--- config.mk ---
export PLATFORM = sky130hd
export DESIGN_NAME = if_fetch_stage
export DESIGN_NICKNAME = d
export VERILOG_FILES = /design/src/rtl/if_fetch_stage_pkg.sv /design/src/rtl/if_fetch_stage_fifo.sv /design/src/rtl/if_fetch_stage.sv
export SDC_FILE = /design/constraint.sdc
export NUM_CORES = 1
export LEC_CHECK = 0
export CORE_MARGIN = 2
export CORE_UTILIZATION = 50
export CTS_CLUSTER_DIAMETER = 40
export DETAILED_ROUTE_END_ITERATION = 6
export DONT_BUFFER_PORTS = 1
export PLACE_DENSITY_LB_ADDON = 0.1
export SLEW_MARGIN = 5
export SYNTH_ARGS = -nofsm -noshare
export SYNTH_HDL_FRONTEND = slang
export SYNTH_SLANG_ARGS = --single-unit
--- constraint.sdc ---
create_clock -name clk -period 3.4 [get_ports clk]
set_clock_uncertainty 0.05 [all_clocks]
set_input_delay 0.17 -clock clk [delete_from_list [all_inputs] [get_ports clk]]
set_output_delay 0.17 -clock clk [all_outputs]
set_load 0.01 [all_outputs]
--- src/rtl/if_fetch_stage_pkg.sv ---
// ============================================================================
// Module   : if_fetch_stage_pkg
// Purpose  : Shared widths, constants and FSM encoding for the fetch stage.
// Revision : 1.0 - initial release
// ============================================================================
`default_nettype none

package if_fetch_stage_pkg;

    localparam int unsigned C_XLEN      = 32;
    localparam logic [31:0] C_PC_STEP   = 32'd4;
    localparam logic [31:0] C_NOP_INSTR = 32'h0000_0013;

    typedef enum logic [1:0] {
        ST_BOOT  = 2'd0,
        ST_RUN   = 2'd1,
        ST_FLUSH = 2'd2
    } fetch_state_e;

    function automatic logic [31:0] word_align(input logic [31:0] addr);
        return addr & ~32'd3;
    endfunction

endpackage

`default_nettype wire

--- src/rtl/if_fetch_stage_fifo.sv ---
// ============================================================================
// Module   : if_fetch_stage_fifo
// Purpose  : Synchronous FIFO with flush, registered head and next-count view.
// Revision : 1.0 - initial release
// ============================================================================
`default_nettype none

module if_fetch_stage_fifo #(
    parameter int unsigned WIDTH = 64,
    parameter int unsigned DEPTH = 4
) (
    input  logic                     clk,
    input  logic                     rst_n,
    input  logic                     flush,
    input  logic                     wr_en,
    input  logic [WIDTH-1:0]         wr_data,
    input  logic                     rd_en,
    output logic [WIDTH-1:0]         rd_data,
    output logic [$clog2(DEPTH):0]   count,
    output logic [$clog2(DEPTH):0]   count_nxt
);

    localparam int unsigned AW = $clog2(DEPTH);
    localparam int unsigned CW = AW + 1;

    logic [WIDTH-1:0] mem_q [DEPTH];
    logic [WIDTH-1:0] mem_d [DEPTH];
    logic [AW-1:0]    wr_ptr_q, wr_ptr_d;
    logic [AW-1:0]    rd_ptr_q, rd_ptr_d;
    logic [CW-1:0]    count_q, count_d;
    logic             do_wr, do_rd;

    always_comb begin
        mem_d    = mem_q;
        wr_ptr_d = wr_ptr_q;
        rd_ptr_d = rd_ptr_q;
        count_d  = count_q;
        do_wr    = wr_en & ~flush;
        do_rd    = rd_en & ~flush & (count_q != '0);
        if (flush) begin
            wr_ptr_d = '0;
            rd_ptr_d = '0;
            count_d  = '0;
        end else begin
            if (do_wr) begin
                mem_d[wr_ptr_q] = wr_data;
                wr_ptr_d        = wr_ptr_q + AW'(1);
            end
            if (do_rd) begin
                rd_ptr_d = rd_ptr_q + AW'(1);
            end
            count_d = count_q + CW'(do_wr) - CW'(do_rd);
        end
    end

    always_ff @(posedge clk or negedge rst_n) begin
        if (!rst_n) begin
            for (int i = 0; i < DEPTH; i++) begin
                mem_q[i] <= '0;
            end
            wr_ptr_q <= '0;
            rd_ptr_q <= '0;
            count_q  <= '0;
        end else begin
            mem_q    <= mem_d;
            wr_ptr_q <= wr_ptr_d;
            rd_ptr_q <= rd_ptr_d;
            count_q  <= count_d;
        end
    end

    assign rd_data   = mem_q[rd_ptr_q];
    assign count     = count_q;
    assign count_nxt = count_d;

endmodule

`default_nettype wire

--- src/rtl/if_fetch_stage.sv ---
// ============================================================================
// Module   : if_fetch_stage
// Purpose  : Instruction fetch: PC, credit-limited imem requests, redirect
//            flush with stale-response discard, buffered decode handshake.
// Revision : 1.0 - initial release
// ============================================================================
`default_nettype none

module if_fetch_stage
    import if_fetch_stage_pkg::*;
#(
    parameter logic [31:0] RESET_PC   = 32'h0000_0000,
    parameter int unsigned FIFO_DEPTH = 4
) (
    input  logic              clk,
    input  logic              rst_n,
    output logic              imem_req_valid,
    input  logic              imem_req_ready,
    output logic [C_XLEN-1:0] imem_req_addr,
    input  logic              imem_rsp_valid,
    input  logic [C_XLEN-1:0] imem_rsp_data,
    input  logic              redirect_valid,
    input  logic [C_XLEN-1:0] redirect_pc,
    output logic              id_valid,
    input  logic              id_ready,
    output logic [C_XLEN-1:0] id_instr,
    output logic [C_XLEN-1:0] id_pc,
    output logic [6:0]        id_opcode,
    output logic [2:0]        id_func3
);

    localparam int unsigned CW = $clog2(FIFO_DEPTH) + 1;

    fetch_state_e      state_q, state_d;
    logic [C_XLEN-1:0] fetch_pc_q, fetch_pc_d;
    logic [C_XLEN-1:0] rsp_pc_q, rsp_pc_d;
    logic [CW-1:0]     in_flight_q, in_flight_d;
    logic [CW-1:0]     discard_q, discard_d;
    logic              req_valid_q, req_valid_d;

    logic              req_fire, id_fire, fifo_wr;
    logic [CW:0]       credit_used;
    logic [63:0]       fifo_rd_data;
    logic [CW-1:0]     fifo_count, fifo_count_nxt;

    always_comb begin
        req_fire    = req_valid_q & imem_req_ready;
        id_fire     = (fifo_count != '0) & id_ready;
        fifo_wr     = imem_rsp_valid & (state_q == ST_RUN) & ~redirect_valid;
        state_d     = state_q;
        fetch_pc_d  = fetch_pc_q;
        rsp_pc_d    = rsp_pc_q;
        discard_d   = discard_q;
        in_flight_d = in_flight_q + CW'(req_fire) - CW'(imem_rsp_valid);

        if (req_fire) begin
            fetch_pc_d = fetch_pc_q + C_PC_STEP;
        end

        case (state_q)
            ST_BOOT: state_d = ST_RUN;
            ST_RUN: begin
                if (imem_rsp_valid) begin
                    rsp_pc_d = rsp_pc_q + C_PC_STEP;
                end
            end
            ST_FLUSH: begin
                if (imem_rsp_valid) begin
                    discard_d = discard_q - CW'(1);
                    if (discard_q == CW'(1)) begin
                        state_d = ST_RUN;
                    end
                end
            end
            default: state_d = ST_BOOT;
        endcase

        // Every request still outstanding after this cycle belongs to the old stream.
        if (redirect_valid) begin
            fetch_pc_d = word_align(redirect_pc);
            rsp_pc_d   = word_align(redirect_pc);
            discard_d  = in_flight_d;
            state_d    = (in_flight_d != '0) ? ST_FLUSH : ST_RUN;
        end

        credit_used = {1'b0, in_flight_d} + {1'b0, fifo_count_nxt};
        req_valid_d = (state_d != ST_BOOT) & ~redirect_valid
                    & (credit_used < (CW + 1)'(FIFO_DEPTH));
    end

    always_ff @(posedge clk or negedge rst_n) begin
        if (!rst_n) begin
            state_q     <= ST_BOOT;
            fetch_pc_q  <= RESET_PC;
            rsp_pc_q    <= RESET_PC;
            in_flight_q <= '0;
            discard_q   <= '0;
            req_valid_q <= 1'b0;
        end else begin
            state_q     <= state_d;
            fetch_pc_q  <= fetch_pc_d;
            rsp_pc_q    <= rsp_pc_d;
            in_flight_q <= in_flight_d;
            discard_q   <= discard_d;
            req_valid_q <= req_valid_d;
        end
    end

    if_fetch_stage_fifo #(
        .WIDTH (64),
        .DEPTH (FIFO_DEPTH)
    ) u_fifo (
        .clk       (clk),
        .rst_n     (rst_n),
        .flush     (redirect_valid),
        .wr_en     (fifo_wr),
        .wr_data   ({rsp_pc_q, imem_rsp_data}),
        .rd_en     (id_fire),
        .rd_data   (fifo_rd_data),
        .count     (fifo_count),
        .count_nxt (fifo_count_nxt)
    );

    assign imem_req_valid = req_valid_q;
    assign imem_req_addr  = fetch_pc_q;
    assign id_valid       = (fifo_count != '0);
    assign id_pc          = fifo_rd_data[63:32];
    assign id_instr       = fifo_rd_data[31:0];
    assign id_opcode      = fifo_rd_data[6:0];
    assign id_func3       = fifo_rd_data[14:12];

endmodule

`default_nettype wire

=== After elaboration in Yosys (flattened, before gate mapping) ===
Cells that the tools add are included.

* Logic and storage cells: 80
* Register bits: 336
* Input port bits: 70
* Output and inout port bits: 108

* Eq/ne operators: 3
* Muxes and demuxes: 24
* Bitwise gates (word level): 12
* Reduce and logical (&&, ||, !) cells: 14
* $add $sub $neg: 10
* Magnitude comparators: 4

{| class="wikitable"
|+ Operators with widths
! operator !! number
|-
| bitwise mux 256 bit || 1
|-
| 2-to-1 mux 64 bit || 3
|-
| 2-to-1 mux 32 bit || 5
|-
| binary-select mux 64 bit (select 2 bit) || 1
|-
| demux 64 bit (select 2 bit) || 1
|-
| adder 32 x 3 -> 32 bit, second input constant || 2
|-
| 2-to-1 mux 2 bit || 8
|-
| nonzero test 2 bit || 7
|-
| 2-to-1 mux 3 bit || 4
|-
| AND 1 bit || 9
|-
| adder 3 x 1 -> 3 bit || 2
|-
| greater-or-equal comparator 3 bit, second input constant || 2
|-
| inverter 2 -> 3 bit || 2
|-
| case mux 2 bit (3 select lines) || 1
|-
| AND reduction 2 bit || 3
|-
| nonzero test 3 bit || 2
|-
| subtractor 3 x 1 -> 3 bit || 2
|-
| adder 2 x 1 -> 2 bit, second input constant || 2
|-
| adder 3 x 3 -> 4 bit || 1
|-
| < comparator 4 x 3 -> 1 bit, second input constant || 1
|-
| == test 3 x 1 -> 1 bit, second input constant || 1
|-
| < comparator 3 x 1 -> 1 bit, second input constant || 1
|-
| subtractor 3 x 1 -> 3 bit, second input constant || 1
|-
| == test 2 x 1 -> 1 bit, second input constant || 1
|-
| 4 further kinds || 4
|}

=== Depth between registers and ports, before layout ===
* Word-level depth: 10
* Mapped depth: 14
* Mapped depth without buffers: 14

=== Hierarchy ===
Synthesis repeated with hierarchy kept, for this count alone.

* Cell total of the unflattened synthesis: 1086
* Area, all modules: 15657.5 um^2

{| class="wikitable"
|+ Modules (own cells, without submodules)
! module !! sequential area each (um^2) !! cells an instance !! area an instance (um^2) !! times used
|-
| if_fetch_stage_fifo || 6581.3 || 661 || 11634.9 || 1
|-
| if_fetch_stage || 1726.7 || 425 || 4022.6 || 1
|}

=== Least setup slack after synthesis ===
Ideal clock, no wire load.

* Path kind: flip-flop to flip-flop
* Start: register u_fifo.count_q[2], in the netlist u_fifo.count[2]
* End: register req_valid_q, in the netlist imem_req_valid
* Required time: 3273 ps
* Clock period less this slack: 2952 ps
* Data arrival time: 2824 ps
* Library setup time: 77 ps
* Cell stages (with the launch flop): 15
* Path buffers: 0
* Setup slack: 448 ps
* Path through: dfrtp_1 or3_1 nand2_1 nor2_1 ha_1 inv_1 ha_1 fa_1 xnor2_1 xnor2_1 nor2_1 ha_1 nor4_1 nand2_1 a21oi_1

* Longest elaborated chain between the ends: 9
* Elaborated cells on any way between the ends: 10
* Classes of those cells: 3 x add/sub; 1 x order compare; 1 x mux; 4 x bitwise; 1 x reduce/logical

{| class="wikitable"
|+ Ends and longest elaborated chain
! item !! line !! source
|-
| start, declared || if_fetch_stage_fifo.sv:30 || <nowiki>logic [CW-1:0] count_q, count_d;</nowiki>
|-
| start signal, assigned || if_fetch_stage_fifo.sv:68 || <nowiki>count_q <= count_d;</nowiki>
|-
| nonzero test 3 bit (*) || n/a ||
|-
| net id_valid || if_fetch_stage.sv:24 || <nowiki>output logic id_valid,</nowiki>
|-
| AND 1 bit || if_fetch_stage.sv:48 || <nowiki>id_fire = (fifo_count != '0) & id_ready;</nowiki>
|-
| AND 1 bit || if_fetch_stage_fifo.sv:39 || <nowiki>do_rd = rd_en & ~flush & (count_q != '0);</nowiki>
|-
| AND 1 bit (*) || if_fetch_stage_fifo.sv:39 ||
|-
| subtractor 3 x 1 -> 3 bit (*) || if_fetch_stage_fifo.sv:52 || <nowiki>count_d = count_q + CW'(do_wr) - CW'(do_rd);</nowiki>
|-
| 2-to-1 mux 3 bit (*) || if_fetch_stage_fifo.sv:40 || <nowiki>if (flush) begin</nowiki>
|-
| net fifo_count_nxt[2] || if_fetch_stage.sv:44 || <nowiki>logic [CW-1:0] fifo_count, fifo_count_nxt;</nowiki>
|-
| adder 3 x 3 -> 4 bit (*) || if_fetch_stage.sv:86 || <nowiki>credit_used = {1'b0, in_flight_d} + {1'b0, fifo_count_nxt};</nowiki>
|-
| < comparator 4 x 3 -> 1 bit (*) || if_fetch_stage.sv:88 || <nowiki>& (credit_used < (CW + 1)'(FIFO_DEPTH));</nowiki>
|-
| AND 1 bit (*) || if_fetch_stage.sv:88 ||
|-
| net req_valid_d || if_fetch_stage.sv:39 || <nowiki>logic req_valid_q, req_valid_d;</nowiki>
|-
| end signal, assigned || if_fetch_stage.sv:105 || <nowiki>req_valid_q <= req_valid_d;</nowiki>
|-
| end, declared || if_fetch_stage.sv:39 ||
|}

The timed path passes the listed nets; every way through them passes the cells marked *.
A chain may end at the register's enable or synchronous reset.

=== Worst setup path after layout ===
* Start: register u_fifo.count_q[2], in the netlist u_fifo.count[2]
* End: register req_valid_q, in the netlist imem_req_valid

* Longest elaborated chain between the ends: 9
* Elaborated cells on any way between the ends: 10
* Classes of those cells: 3 x add/sub; 1 x order compare; 1 x mux; 4 x bitwise; 1 x reduce/logical

{| class="wikitable"
|+ Ends and longest elaborated chain
! item !! line
|-
| nonzero test 3 bit || if_fetch_stage_fifo.sv:39, if_fetch_stage.sv:48
|-
| AND 1 bit || if_fetch_stage.sv:48
|-
| AND 1 bit (2 in a row) || if_fetch_stage_fifo.sv:39
|-
| subtractor 3 x 1 -> 3 bit (*) || if_fetch_stage_fifo.sv:52
|-
| 2-to-1 mux 3 bit (*) || if_fetch_stage_fifo.sv:40
|-
| net fifo_count_nxt[2] || if_fetch_stage.sv:44
|-
| adder 3 x 3 -> 4 bit (*) || if_fetch_stage.sv:86
|-
| < comparator 4 x 3 -> 1 bit (*) || if_fetch_stage.sv:88
|-
| AND 1 bit (*) || if_fetch_stage.sv:88
|-
| net req_valid_d || if_fetch_stage.sv:39
|}

Marks and branches as above.

==> results_tabular.tex <==
\begin{tabular}{lr}
\hline
Metric & Value \\
\hline
\multicolumn{2}{l}{\textbf{STA}} \\
Period utilisation layout & 88.6\% \\
Setup total negative slack & 0 ns \\
Max Slew Vio Count & 0 \\
Worst Hold Margin & -0.719 ns \\
Setup repair after global routing missed its margin & no \\
Slew headroom & between 40\% and 50\% \\
Top achievable clock speed & 0.332 GHz \\
Fin worst setup slack & between 0.3 and 0.4 ns \\
Final worst path period need & 3.01 ns \\
Total count of hold-check failures in the final report & 324 \\
Tightest Pin Transition & 0.868 ns \\
Final setup fails & 0 \\
\multicolumn{2}{l}{\textbf{Global routing}} \\
Overall routing resource usage & 21.4\% \\
Vias in the first global route & 9515 \\
Wire length of the first global-routing pass & 53300 µm \\
Antenna violations before repair & 0 \\
Largest net degree at the start of global routing & 325 \\
GRT Residual Overflow & 0 \\
\multicolumn{2}{l}{\textbf{Worst setup path}} \\
CP Data Required Time & 3.81 ns \\
Slowest library cell on the worst path & sky130\_fd\_sc\_hd\_\_or3\_1 \\
Crit-path max cell delay & 0.39 ns \\
Critical Path End Type & flop \\
Cell breakdown of the critical path & or3\_1 > nand2\_1 > nor2\_1 > ha\_1 > inv\_1 > ha\_1 > fa\_1 > xnor2\_1 > xnor2\_1 > nor2\_1 > ha\_1 > nor4\_1 > nand2\_1 > a21oi\_1 \\
Largest fanout on the critical path & 2 \\
CP arrival & about 3.4 ns \\
Kind of start point of the critical path & flop \\
Launch point of the critical path & u\_fifo.count[2]\$\_DFF\_PN0\_ \\
CP dominant cell by count & sky130\_fd\_sc\_hd\_\_ha\_1 \\
Startpoint of the lowest-slack register-to-register path & u\_fifo.count[2]\$\_DFF\_PN0\_ \\
Type of the setup path with the least slack & flop to flop \\
\multicolumn{2}{l}{\textbf{Cells and area}} \\
Non-filler cells, final & between 1500 and 2000 \\
Final core utilization & 60.2\% \\
Number of filler cells placed in the layout & 2328 \\
Design area & around 0.018 mm² \\
ANT cells & 0 \\
Final net count & 1220 \\
Area growth from synthesis to final layout & 18.3\% \\
Fraction of final layout cells sized beyond drive strength 1 & 37.6\% \\
\multicolumn{2}{l}{\textbf{Floorplan}} \\
DIE AREA & around 0.032 mm² \\
Cell Rows & 63 \\
Initial standard-cell utilization of the core & 50.9\% \\
Die Span Y & 178 µm \\
Die width & 178 µm \\
Core Box Area & 0.0297 mm² \\
Top Ports & 178 \\
\multicolumn{2}{l}{\textbf{Synthesis}} \\
Post-synthesis instance area & 0.0151 mm² \\
Flip-flop and latch count after synthesis & 324 \\
Number of warnings reported in the yosys synthesis log & 0 \\
Top cells by area, synth & sky130\_fd\_sc\_hd\_\_dfrtp\_1 (54\%), sky130\_fd\_sc\_hd\_\_mux2\_2 (20\%), sky130\_fd\_sc\_hd\_\_mux4\_2 (9.2\%) \\
Number of standard cells after synthesis & 1086 \\
Post-synth top area cell & sky130\_fd\_sc\_hd\_\_dfrtp\_1 \\
Share of the synthesized area in the top cell type & 53.6\% \\
Synthesized area divided by synthesized cell count & 13.9 µm² \\
Post-synthesis sequential area ratio & 53.6\% \\
Synth cell types & 48 \\
\multicolumn{2}{l}{\textbf{Detailed routing}} \\
Post-DR wirelength/cell & roughly 21 µm \\
Iteration-0 DRC count of the detailed router & 580 \\
First-pass iteration count of the detailed router & 5 \\
DRC violation count after routing & 0 \\
Total routed wirelength & 33000 µm \\
Antenna viol nets, final & 0 \\
Routed via count divided by cell count & 5.92 \\
Total vias in the final route & 9263 \\
\multicolumn{2}{l}{\textbf{Hold path}} \\
Min-Delay Path Class & input port to async pin \\
\multicolumn{2}{l}{\textbf{Placed design}} \\
Weighted congestion at the end of routability-driven global placement & 0.827 \\
Cell area after placement & 0.0154 mm² \\
Buffers added on ports & 0 \\
Worst slack, placed & 0.418 ns \\
Cells after DPL & 1405 \\
Hpwl dp & 19800 µm \\
\multicolumn{2}{l}{\textbf{Clock tree}} \\
Cell chosen for the clock root & sky130\_fd\_sc\_hd\_\_clkbuf\_16 \\
Hold\_buf cts & 68 \\
TritonCTS Sinks & 324 \\
H-tree depth reported by CTS & 2 \\
Clock buffer count from CTS & 49 \\
Post-CTS Setup Inserts & 0 \\
Worst skew pair latency & 0.55 ns \\
TritonCTS clock tree & built \\
Post-cts resize count & 0 \\
Clock slew at reported path FFs & 0.05 ns \\
Maximum root-to-sink buffer count & 3 \\
\multicolumn{2}{l}{\textbf{Power}} \\
Static Leakage & roughly 8 nW \\
Worst supply voltage drop on vdd & roughly 420 µV \\
Total Power Consumption & roughly 14 mW \\
Pwr per Cell Area & about 800 mW/mm² \\
\multicolumn{2}{l}{\textbf{Status}} \\
Violated checks & hold timing \\
Status & finished with violations \\
\multicolumn{2}{l}{\textbf{Run}} \\
Number of max-capacitance violations reported & 0 \\
\hline
\end{tabular}
cell families (layout without fill, tap and decap cells):
logic type,count (synthesis),after routing,share of synthesized area [%]
AO/OA/AOI/OAI,84,84,3.74
XOR/XNOR,29,29,1.68
adder cells (fa/ha/maj),16,16,1.42
buffers and inverters,105,191,3.11
flip-flops,324,324,53.6
multiplexers,331,331,29.2
other,1,4,0.0248
AND/OR/NAND/NOR,196,196,7.23
cell usage after synthesis, drive strengths merged:
| cell type | number |
|---|---|
| nand2b | 2 |
| mux2 | 266 |
| and3 | 6 |
| o21a | 2 |
| o21ai | 11 |
| a21oi | 6 |
| fa | 2 |
| and2 | 3 |
| a21boi | 1 |
| mux4 | 62 |
| nor3 | 9 |
| nor4b | 1 |
| or3 | 9 |
| nor2b | 2 |
| nand4 | 21 |
| or2 | 1 |
| nand4b | 1 |
| a31oi | 28 |
| ha | 14 |
| dfrtp | 324 |
| or4 | 24 |
| clkbuf | 50 |
| o31ai | 24 |
| a311o | 1 |
| nor2 | 37 |
| xnor2 | 20 |
| o41ai | 1 |
| inv | 18 |
| conb | 1 |
| nand2 | 36 |
| clkinv | 1 |
| nand3 | 22 |
| and3b | 2 |
| and4 | 9 |
| nor4 | 10 |
| xor2 | 9 |
| o311a | 1 |
| nand3b | 1 |
| a211oi | 4 |
| mux2i | 3 |
| buf | 36 |
| a2111oi | 2 |
| o31a | 3 |
power by group:
group          leakage (nW)  switching (mW)  total (mW)  internal [mW]
clock network         0.845            1.96        5.26           3.30
logic                  2.92            1.51        3.26           1.75
registers              4.20           0.645        5.39           4.75
total                  7.97            4.11        13.9           9.79
worst max-delay path: cells and delay by family (launching register included):
family,cells,cell delay (ns)
fa+ha+maj,4,1.09
simple gates,6,0.94
xor+xnor,2,0.33
flops,1,0.38
compound gates,1,0.12
buf+inv,1,0.04
worst paths after layout:
| check | endpoint | slack [ns] | depth (start not counted) |
|---|---|---|---|
| max in group asynchronous | u_fifo.mem_q[108]$_DFFE_PN0P_ | 3.45 | 0 |
| max reg2reg | imem_req_valid$_DFF_PN0_ | 0.39 | 14 |
| min reg2reg | u_fifo.mem_q[102]$_DFFE_PN0P_ | 0.45 | 1 |
| max | imem_req_valid$_DFF_PN0_ | 0.39 | 14 |
| min | u_fifo.mem_q[196]$_DFFE_PN0P_ | -0.72 | 0 |
| min in group clk | u_fifo.wr_ptr_q[0]$_DFFE_PN0P_ | 0.12 | 3 |
state kept, by name, summed over array words and instances, names as in the netlist:
name and count:
u_fifo.mem_q 248, imem_req_addr 30, rsp_pc_q 30, discard_q 3, in_flight_q 3, u_fifo.count 3, state_q 2, u_fifo.rd_ptr_q 2
u_fifo.wr_ptr_q 2, imem_req_valid 1
cell type report:
class / count / area [µm²] / share of cell area (%)
Clock inverter: 34 / 408 / 2.28
Clock buffer: 58 / 1350 / 7.56
Sequential cell: 324 / 8110 / 45.3
Tap cell: 390 / 488 / 2.73
Inverter: 19 / 71.3 / 0.399
Multi-Input combinational cell: 660 / 6600 / 36.9
Timing Repair Buffer: 80 / 868 / 4.85
metal layers:
layer  routed length, µm  vias to the layer above  share of wire, %  GRT usage (%)
met2               15300                      250                47           34.5
met1               14900                     4785                45           29.3
met5                   0                        -                 0              0
met4                 506                        0               1.5           5.02
li1                    -                     4179                 -              -
met3                2190                       49               6.6           5.08
layout by cell type, fill, tap and decap left out, types with 3 or more instances in the layout:
master                          count
sky130_fd_sc_hd__a211oi_1           4
sky130_fd_sc_hd__and4_1             9
sky130_fd_sc_hd__nor4_1             9
sky130_fd_sc_hd__xor2_1             9
sky130_fd_sc_hd__mux2i_1            3
sky130_fd_sc_hd__inv_6             11
sky130_fd_sc_hd__a21oi_1            6
sky130_fd_sc_hd__o31a_1             3
sky130_fd_sc_hd__or4_1             23
sky130_fd_sc_hd__mux4_2            62
sky130_fd_sc_hd__nand2_4            4
sky130_fd_sc_hd__or3_1              9
sky130_fd_sc_hd__nand2_1           32
sky130_fd_sc_hd__dlygate4sd3_1     67
sky130_fd_sc_hd__o31ai_1           24
sky130_fd_sc_hd__clkinv_2           4
sky130_fd_sc_hd__ha_1              14
sky130_fd_sc_hd__dfrtp_1          322
sky130_fd_sc_hd__nand4_1           21
sky130_fd_sc_hd__clkbuf_8           5
sky130_fd_sc_hd__inv_1             18
sky130_fd_sc_hd__buf_12             8
sky130_fd_sc_hd__nand3_1           22
sky130_fd_sc_hd__conb_1             4
sky130_fd_sc_hd__nor3_1             9
sky130_fd_sc_hd__nor2_1            37
sky130_fd_sc_hd__a31oi_1           28
sky130_fd_sc_hd__and2_1             3
sky130_fd_sc_hd__buf_4              5
sky130_fd_sc_hd__xnor2_1           20
sky130_fd_sc_hd__and3_1             6
sky130_fd_sc_hd__o21ai_0           11
sky130_fd_sc_hd__clkbuf_16         51
sky130_fd_sc_hd__clkinvlp_4         7
sky130_fd_sc_hd__clkinv_8           3
sky130_fd_sc_hd__bufinv_16          5
sky130_fd_sc_hd__mux2_2           266
Power figures use the tool's default switching activity.
